[src/rtl/riscv_v_pkg.sv]
// Shared RISC-V vector definitions: major opcodes and the dispatch queue entry layout.
package riscv_v_pkg;

   localparam int unsigned V_XLEN = 32;

   localparam logic [6:0] OPC_VLOAD  = 7'b0000111;
   localparam logic [6:0] OPC_VSTORE = 7'b0100111;
   localparam logic [6:0] OPC_OPV    = 7'b1010111;

   typedef struct packed {
      logic [V_XLEN-1:0] instr;
      logic [V_XLEN-1:0] rs1;
      logic [V_XLEN-1:0] rs2;
   } v_dispatch_entry_t;

endpackage

[src/rtl/v_dispatch_opc_cnt.sv]
// Up/down occupancy counter for one opcode class held in the dispatch queue.
module v_dispatch_opc_cnt #(
   parameter int CNT_W = 4
) (
   input  logic             clk,
   input  logic             rstn,
   input  logic             flush_i,
   input  logic             inc_i,
   input  logic             dec_i,
   output logic [CNT_W-1:0] cnt_o,
   output logic             zero_o
);

   logic [CNT_W-1:0] cnt_q;

   always_ff @(posedge clk or negedge rstn) begin
      if (!rstn) begin
         cnt_q <= '0;
      end else if (flush_i) begin
         cnt_q <= '0;
      end else if (inc_i && !dec_i) begin
         cnt_q <= cnt_q + CNT_W'(1);
      end else if (dec_i && !inc_i) begin
         cnt_q <= cnt_q - CNT_W'(1);
      end
   end

   assign cnt_o  = cnt_q;
   assign zero_o = (cnt_q == '0);

endmodule

[src/rtl/v_dispatch_queue.sv]
// FIFO decoupling the scalar vector-issue port from the vector scheduler, with queued load/store tracking.
module v_dispatch_queue
   import riscv_v_pkg::*;
#(
   parameter int DEPTH  = 8,
   parameter int DATA_W = 32
) (
   input  logic                       clk,
   input  logic                       rstn,
   input  logic                       flush_i,
   input  logic                       s_valid_i,
   input  logic [DATA_W-1:0]          s_instr_i,
   input  logic [DATA_W-1:0]          s_rs1_i,
   input  logic [DATA_W-1:0]          s_rs2_i,
   output logic                       s_full_o,
   output logic [DATA_W-1:0]          vector_instr_o,
   output logic [DATA_W-1:0]          rs1_o,
   output logic [DATA_W-1:0]          rs2_o,
   input  logic                       vector_stall_i,
   output logic                       all_v_loads_queued_o,
   output logic                       all_v_stores_queued_o,
   output logic [$clog2(DEPTH+1)-1:0] count_o,
   output logic                       overflow_err_o
);

   localparam int PTR_W = $clog2(DEPTH);
   localparam int CNT_W = $clog2(DEPTH+1);
   localparam int ENT_W = 3 * DATA_W;
   localparam logic [CNT_W-1:0] FULL_CNT = CNT_W'(DEPTH);

   logic [ENT_W-1:0] mem [DEPTH];
   logic [PTR_W-1:0] wr_ptr_q, rd_ptr_q;
   logic [CNT_W-1:0] count_q;
   logic             ovf_q;
   logic             empty, push, pop;
   logic [ENT_W-1:0] head;
   logic [6:0]       push_opc, head_opc;
   logic [CNT_W-1:0] ld_cnt, st_cnt;

   assign empty    = (count_q == '0);
   assign s_full_o = (count_q == FULL_CNT);
   // Flush wins over both ports; a full queue never accepts, even if it pops this cycle.
   assign push     = s_valid_i & ~s_full_o & ~flush_i;
   assign pop      = ~empty & ~vector_stall_i & ~flush_i;

   assign head     = mem[rd_ptr_q];
   assign push_opc = s_instr_i[6:0];
   assign head_opc = head[2*DATA_W +: 7];

   always_ff @(posedge clk) begin
      if (push) begin
         mem[wr_ptr_q] <= {s_instr_i, s_rs1_i, s_rs2_i};
      end
   end

   always_ff @(posedge clk or negedge rstn) begin
      if (!rstn) begin
         wr_ptr_q <= '0;
         rd_ptr_q <= '0;
         count_q  <= '0;
      end else if (flush_i) begin
         wr_ptr_q <= '0;
         rd_ptr_q <= '0;
         count_q  <= '0;
      end else begin
         if (push) wr_ptr_q <= wr_ptr_q + PTR_W'(1);
         if (pop)  rd_ptr_q <= rd_ptr_q + PTR_W'(1);
         if (push && !pop)      count_q <= count_q + CNT_W'(1);
         else if (pop && !push) count_q <= count_q - CNT_W'(1);
      end
   end

   // Sticky until reset; flush deliberately leaves it set so software can still see the error.
   always_ff @(posedge clk or negedge rstn) begin
      if (!rstn)                      ovf_q <= 1'b0;
      else if (s_valid_i && s_full_o) ovf_q <= 1'b1;
   end

   v_dispatch_opc_cnt #(.CNT_W(CNT_W)) u_ld_cnt (
      .clk     (clk),
      .rstn    (rstn),
      .flush_i (flush_i),
      .inc_i   (push && (push_opc == OPC_VLOAD)),
      .dec_i   (pop && (head_opc == OPC_VLOAD)),
      .cnt_o   (ld_cnt),
      .zero_o  (all_v_loads_queued_o)
   );

   v_dispatch_opc_cnt #(.CNT_W(CNT_W)) u_st_cnt (
      .clk     (clk),
      .rstn    (rstn),
      .flush_i (flush_i),
      .inc_i   (push && (push_opc == OPC_VSTORE)),
      .dec_i   (pop && (head_opc == OPC_VSTORE)),
      .cnt_o   (st_cnt),
      .zero_o  (all_v_stores_queued_o)
   );

   // The vector core has no valid input, so an empty queue must present all-zero fields.
   assign vector_instr_o = empty ? '0 : head[2*DATA_W +: DATA_W];
   assign rs1_o          = empty ? '0 : head[DATA_W +: DATA_W];
   assign rs2_o          = empty ? '0 : head[0 +: DATA_W];
   assign count_o        = count_q;
   assign overflow_err_o = ovf_q;

   logic unused_ok;
   assign unused_ok = ^{ld_cnt, st_cnt};

endmodule
[config.mk]
export PLATFORM = sky130hd
export DESIGN_NAME = v_dispatch_queue
export DESIGN_NICKNAME = d
export VERILOG_FILES = /design/src/rtl/riscv_v_pkg.sv /design/src/rtl/v_dispatch_opc_cnt.sv /design/src/rtl/v_dispatch_queue.sv
export SDC_FILE = /design/constraint.sdc
export NUM_CORES = 1
export LEC_CHECK = 0
export BUFFER_PORTS_ARGS = -buffer_cell sky130_fd_sc_hd__buf_2
export CAP_MARGIN = 30
export CORE_MARGIN = 5
export CORE_UTILIZATION = 26
export CTS_CLUSTER_DIAMETER = 150
export CTS_CLUSTER_SIZE = 28
export DETAILED_ROUTE_END_ITERATION = 7
export PLACE_DENSITY = 0.45
export RECOVER_POWER = 100
export REMOVE_ABC_BUFFERS = 1
export SYNTH_ARGS = -nofsm -noshare
export SYNTH_HDL_FRONTEND = slang
export SYNTH_HIERARCHICAL = 1
export SYNTH_SLANG_ARGS = --single-unit
[constraint.sdc]
create_clock -name clk -period 13.15 [get_ports clk]
set_input_delay 2.63 -clock clk [delete_from_list [all_inputs] [get_ports clk]]
set_output_delay 2.63 -clock clk [all_outputs]
set_load 0.02 [all_outputs]
==> flow_summary.rst <==
.. list-table::
   :header-rows: 1

   * - Metric
     - Value
   * - Worst Hold Slack
     - about 0.47 ns
   * - Highest-utilization routing layer at the global route stage
     - met2
   * - Share of the synthesized area in compound gates (AO/OA/AOI/OAI)
     - 2.41%
   * - Instance count after placement with tap cells included
     - 3219
   * - Minimum clock period after layout
     - 8.74 ns
   * - Initial Util
     - about a quarter
   * - Xor and xnor area share after synthesis
     - 0.257%
   * - Reg2Reg Depth
     - 6
   * - Register-to-Register Setup Slack
     - between 6 and 7 ns
   * - Largest incremental delay on the critical path
     - 2.55 ns
   * - Final weighted congestion in routability-driven placement
     - 0.693
   * - Critical-path maximum fanout
     - 42
   * - Count of final setup violators
     - 0
   * - Psw
     - 1.67 mW
   * - Relative max-transition margin
     - -158%
   * - Register bit total from synthesis
     - 787
   * - Arrival @ worst endpoint
     - 8.86 ns
   * - DRC violation count after routing
     - 0
   * - Detailed-routing iteration count for the pre-antenna-repair pass
     - 5
   * - Hpwl dp
     - ~42000 um
   * - Filler-free cell count of the finished design
     - 3276
   * - Switching share of total power
     - 30.1%
   * - Post-route ant nets
     - 0
   * - Register area share after synthesis
     - roughly three quarters
   * - Global-route total usage across every layer
     - between 10 and 15%
   * - Proportion of register bits with asynchronous set or reset after synthesis
     - 2.41%
   * - Power share of the clock group
     - 23.6%
   * - Global routing usage on met1
     - 16.4%
   * - Clock root buffer master
     - sky130_fd_sc_hd__clkbuf_16
   * - Quantity of gates resized following cts
     - 0
   * - Pint
     - approximately 3.9 mW
   * - Worst path slowest cell
     - sky130_fd_sc_hd__clkbuf_1
   * - Final period utilization
     - 66.4%
   * - Final instance area
     - 34300 um^2
   * - Worst setup slack after placement
     - roughly 7.5 ns
   * - P per Cell Area
     - roughly 160 nW/um^2
   * - Power after layout
     - 5.54 mW
   * - Final Skew
     - 0.0181 ns
   * - Core outline area
     - around 120000 um^2
   * - Count of max-cap constraint violations
     - 26
   * - Slew at the pin closest to its max-slew limit
     - 3.88 ns
   * - Endpoint of the most critical register-to-register path
     - mem[4][41]
   * - Most used DFF post-synth
     - sky130_fd_sc_hd__edfxtp_1
   * - Number of global-route vias before repair
     - 16100
   * - Multi-input gate area in the final layout
     - 6680 um^2
   * - Share of cell area taken by muxes after synthesis
     - 14.4%
   * - CTS Buf Count
     - 35
   * - Crit path buf inv count
     - 4
   * - Number of different library cells in the post-synthesis netlist
     - 54
   * - H-tree levels
     - 2
   * - Core Util, Final
     - 29.1%
   * - Part of the total power dissipated in combinational logic
     - 24.5%
   * - CTS clock-pin slew for the worst setup and hold paths
     - 0.11 ns
   * - Netlist Area Pre-Place
     - 30700 um^2
   * - Total area of sequential cells
     - 23500 um^2
   * - Failing checks
     - max-capacitance violations, max-slew violations
   * - # rows
     - roughly 130
   * - Result of the run
     - complete, but fails checks
   * - Vias per std cell
     - 4.56
   * - Final slew viol count
     - 924
   * - Hold Path Depth
     - 1
   * - Maximum vdd ir drop
     - approximately 240 uV
   * - Critical Path RT
     - around 13 ns
   * - I/O pin total
     - between 200 and 250
   * - Die height
     - around 350 um
   * - Initial antenna violation count
     - 10
   * - Count of fill cells added during filler insertion
     - 11600
   * - Residual overflow from global routing
     - 0
   * - Start point of the worst min-delay path
     - overflow_err_o
   * - Iter 0 DRT Violations
     - 1076
   * - Layout cell share with drive strength beyond 1
     - between 10% and 20%
   * - Worst R2R Start
     - count_o[0]
   * - Port-buffer cells
     - 204
   * - First-pass GRT wire length
     - between 100000 and 150000 um
   * - Sink of the worst hold path
     - overflow_err_o
   * - Average cell area after synthesis
     - about 20 um^2
   * - Combinational family with the most area after synthesis
     - multiplexers
   * - Largest net degree at the start of global routing
     - 100
   * - Crit path setup slack, layout
     - 4.41 ns
   * - Routed wire length
     - slightly below 80000 um
   * - Die footprint
     - 125000 um^2
   * - Critical Path, Cell by Cell
     - clkbuf_1, inv_1, a21o_1, or2_0, nor3_1, clkbuf_1, clkbuf_1
   * - DP Area
     - 33600 um^2
   * - Share of power burned in registers
     - 51.9%
   * - Category of cells accounting for the largest share of critical-path delay
     - buffers and inverters
   * - Static leakage
     - 10.1 nW
   * - Met3 track utilization from global routing
     - ~2.5%
   * - Total of warnings raised by yosys
     - 6
   * - Type of the worst setup path
     - in2reg
   * - GR Util met2
     - 20.5%
   * - Path category of the worst min-delay check
     - reg2reg
   * - CTS tree
     - yes
   * - TNS Setup
     - 0 ns
   * - Layout Area Growth over Synthesis
     - 11.6%
   * - Maximum operating frequency
     - 114 MHz
   * - Simple-gate share of the synthesized area
     - 4.22%
   * - RSZ-0062 raised after global routing
     - false
   * - Worst-case clock buffer depth
     - 3
   * - WL/cell
     - 23.5 um
   * - Setup crit start kind
     - input port
   * - CTS hold repair buffers
     - 0
   * - Count of flip-flops with a built-in enable after synthesis
     - 768
   * - Die width
     - 354 um
   * - Critical path capture point type
     - register
   * - Overall via count from detail_route
     - 14900
   * - Hold violation count in the final report
     - 0
   * - Post-Syn Instances
     - 1526
   * - Number of buffers inserted to repair setup after CTS
     - 0
   * - Clock insertion delay at the later pin of the skew report
     - 0.60 ns
   * - Most used cell along the critical path
     - sky130_fd_sc_hd__clkbuf_1
   * - Total Nets Final
     - 1832
   * - Clock Sink Count
     - between 700 and 800
   * - Share of synthesized cell area in full adder, half adder and majority cells
     - 0.521%
[per-layer routing]
layer,wire (um),share of wire (%)
met1,34100,44
met2,38000,49
met3,3680,4.8
met4,1040,1.3
met5,68,0.088
[power by group through the flow]
stage,Clock (mW),Sequential (mW),Combinational (mW)
global placement,0,2.93,1.45
finish,1.31,2.87,1.35
global route,1.47,2.88,1.49
detailed placement,0,2.93,1.45
CTS,1.38,2.87,1.46
floorplan,0,3.05,0.983
[synth_stat cells, types with 3 or more instances]
library cell / number / area [um^2]
sky130_fd_sc_hd__inv_1: 11 / 41.3
sky130_fd_sc_hd__edfxtp_1: 768 / 23100
sky130_fd_sc_hd__buf_4: 12 / 90.1
sky130_fd_sc_hd__mux2i_1: 8 / 80.1
sky130_fd_sc_hd__nor2b_1: 6 / 37.5
sky130_fd_sc_hd__a21oi_1: 98 / 490
sky130_fd_sc_hd__a31oi_1: 3 / 18.8
sky130_fd_sc_hd__xnor2_1: 5 / 43.8
sky130_fd_sc_hd__mux4_2: 191 / 4300
sky130_fd_sc_hd__and2_1: 5 / 31.3
sky130_fd_sc_hd__dfrtp_1: 19 / 475
sky130_fd_sc_hd__buf_6: 4 / 45.0
sky130_fd_sc_hd__nand2b_1: 9 / 56.3
sky130_fd_sc_hd__ha_1: 8 / 100
sky130_fd_sc_hd__nor4_1: 6 / 37.5
sky130_fd_sc_hd__buf_2: 31 / 155
sky130_fd_sc_hd__o21bai_1: 3 / 22.5
sky130_fd_sc_hd__buf_1: 6 / 22.5
sky130_fd_sc_hd__a211oi_1: 5 / 37.5
sky130_fd_sc_hd__xor2_1: 4 / 35.0
sky130_fd_sc_hd__nor3_1: 12 / 60.1
sky130_fd_sc_hd__inv_2: 4 / 15.0
sky130_fd_sc_hd__nor2_1: 41 / 154
sky130_fd_sc_hd__nand2_1: 191 / 717
sky130_fd_sc_hd__o21ai_0: 7 / 35.0
sky130_fd_sc_hd__clkbuf_1: 27 / 101
sky130_fd_sc_hd__a21o_1: 3 / 22.5
sky130_fd_sc_hd__fa_1: 3 / 60.1
[placed cells by master (no fill, tap or decap), types with 6 or more instances in the layout]
| cell | Yosys | layout |
|---|---|---|
| sky130_fd_sc_hd__edfxtp_1 | 768 | 768 |
| sky130_fd_sc_hd__mux2i_1 | 8 | 8 |
| sky130_fd_sc_hd__nor2b_1 | 6 | 6 |
| sky130_fd_sc_hd__nor2_1 | 41 | 41 |
| sky130_fd_sc_hd__dfrtp_1 | 19 | 17 |
| sky130_fd_sc_hd__nor4_1 | 6 | 6 |
| sky130_fd_sc_hd__o21ai_0 | 7 | 7 |
| sky130_fd_sc_hd__clkbuf_16 | 0 | 37 |
| sky130_fd_sc_hd__mux4_2 | 191 | 191 |
| sky130_fd_sc_hd__clkbuf_1 | 27 | 229 |
| sky130_fd_sc_hd__nand2_1 | 191 | 191 |
| sky130_fd_sc_hd__nand2b_1 | 9 | 10 |
| sky130_fd_sc_hd__a21oi_1 | 98 | 100 |
| sky130_fd_sc_hd__ha_1 | 8 | 8 |
| sky130_fd_sc_hd__buf_2 | 31 | 7 |
| sky130_fd_sc_hd__nor3_1 | 12 | 13 |
| sky130_fd_sc_hd__inv_1 | 11 | 13 |
[how the worst max path moves through the flow]
stage | start | end | slack, ns | cells after the start
final | s_valid_i | mem[4][41] | 4.41 | 7
after global routing | rd_ptr_q[2] | rs1_o[9] | 3.88 | 5
after CTS | rd_ptr_q[2] | rs1_o[9] | 6.98 | 5
after detailed placement | s_valid_i | mem[4][55] | 7.54 | 7
after global placement | s_valid_i | mem[4][55] | 7.54 | 7
after floorplan | s_valid_i | mem[0][0] | 0.16 | 4
[flip-flops by register name, indices dropped and copies added (netlist names)]
signal	cells
count_o	4
u_st_cnt/cnt_o	4
mem	768
wr_ptr_q	3
overflow_err_o	1
u_ld_cnt/cnt_o	4
rd_ptr_q	3
[cells by family after synthesis]
group           Yosys count
compound gates          131
xor+xnor                  9
fa+ha+maj                11
buf+inv                  95
flops                   787
mux                     202
simple gates            291
[final cells by class]
| cell class | instances | share of cell area [%] |
|---|---|---|
| Sequential cell | 787 | 68.7 |
| Multi-Input combinational cell | 644 | 19.5 |
| Tap cell | 1536 | 5.61 |
| Timing Repair Buffer | 237 | 2.95 |
| Clock buffer | 47 | 2.87 |
| Clock inverter | 5 | 0.175 |
| Inverter | 15 | 0.168 |
| Antenna cell | 5 | 0.0365 |
(Power assumes the default switching activity.)
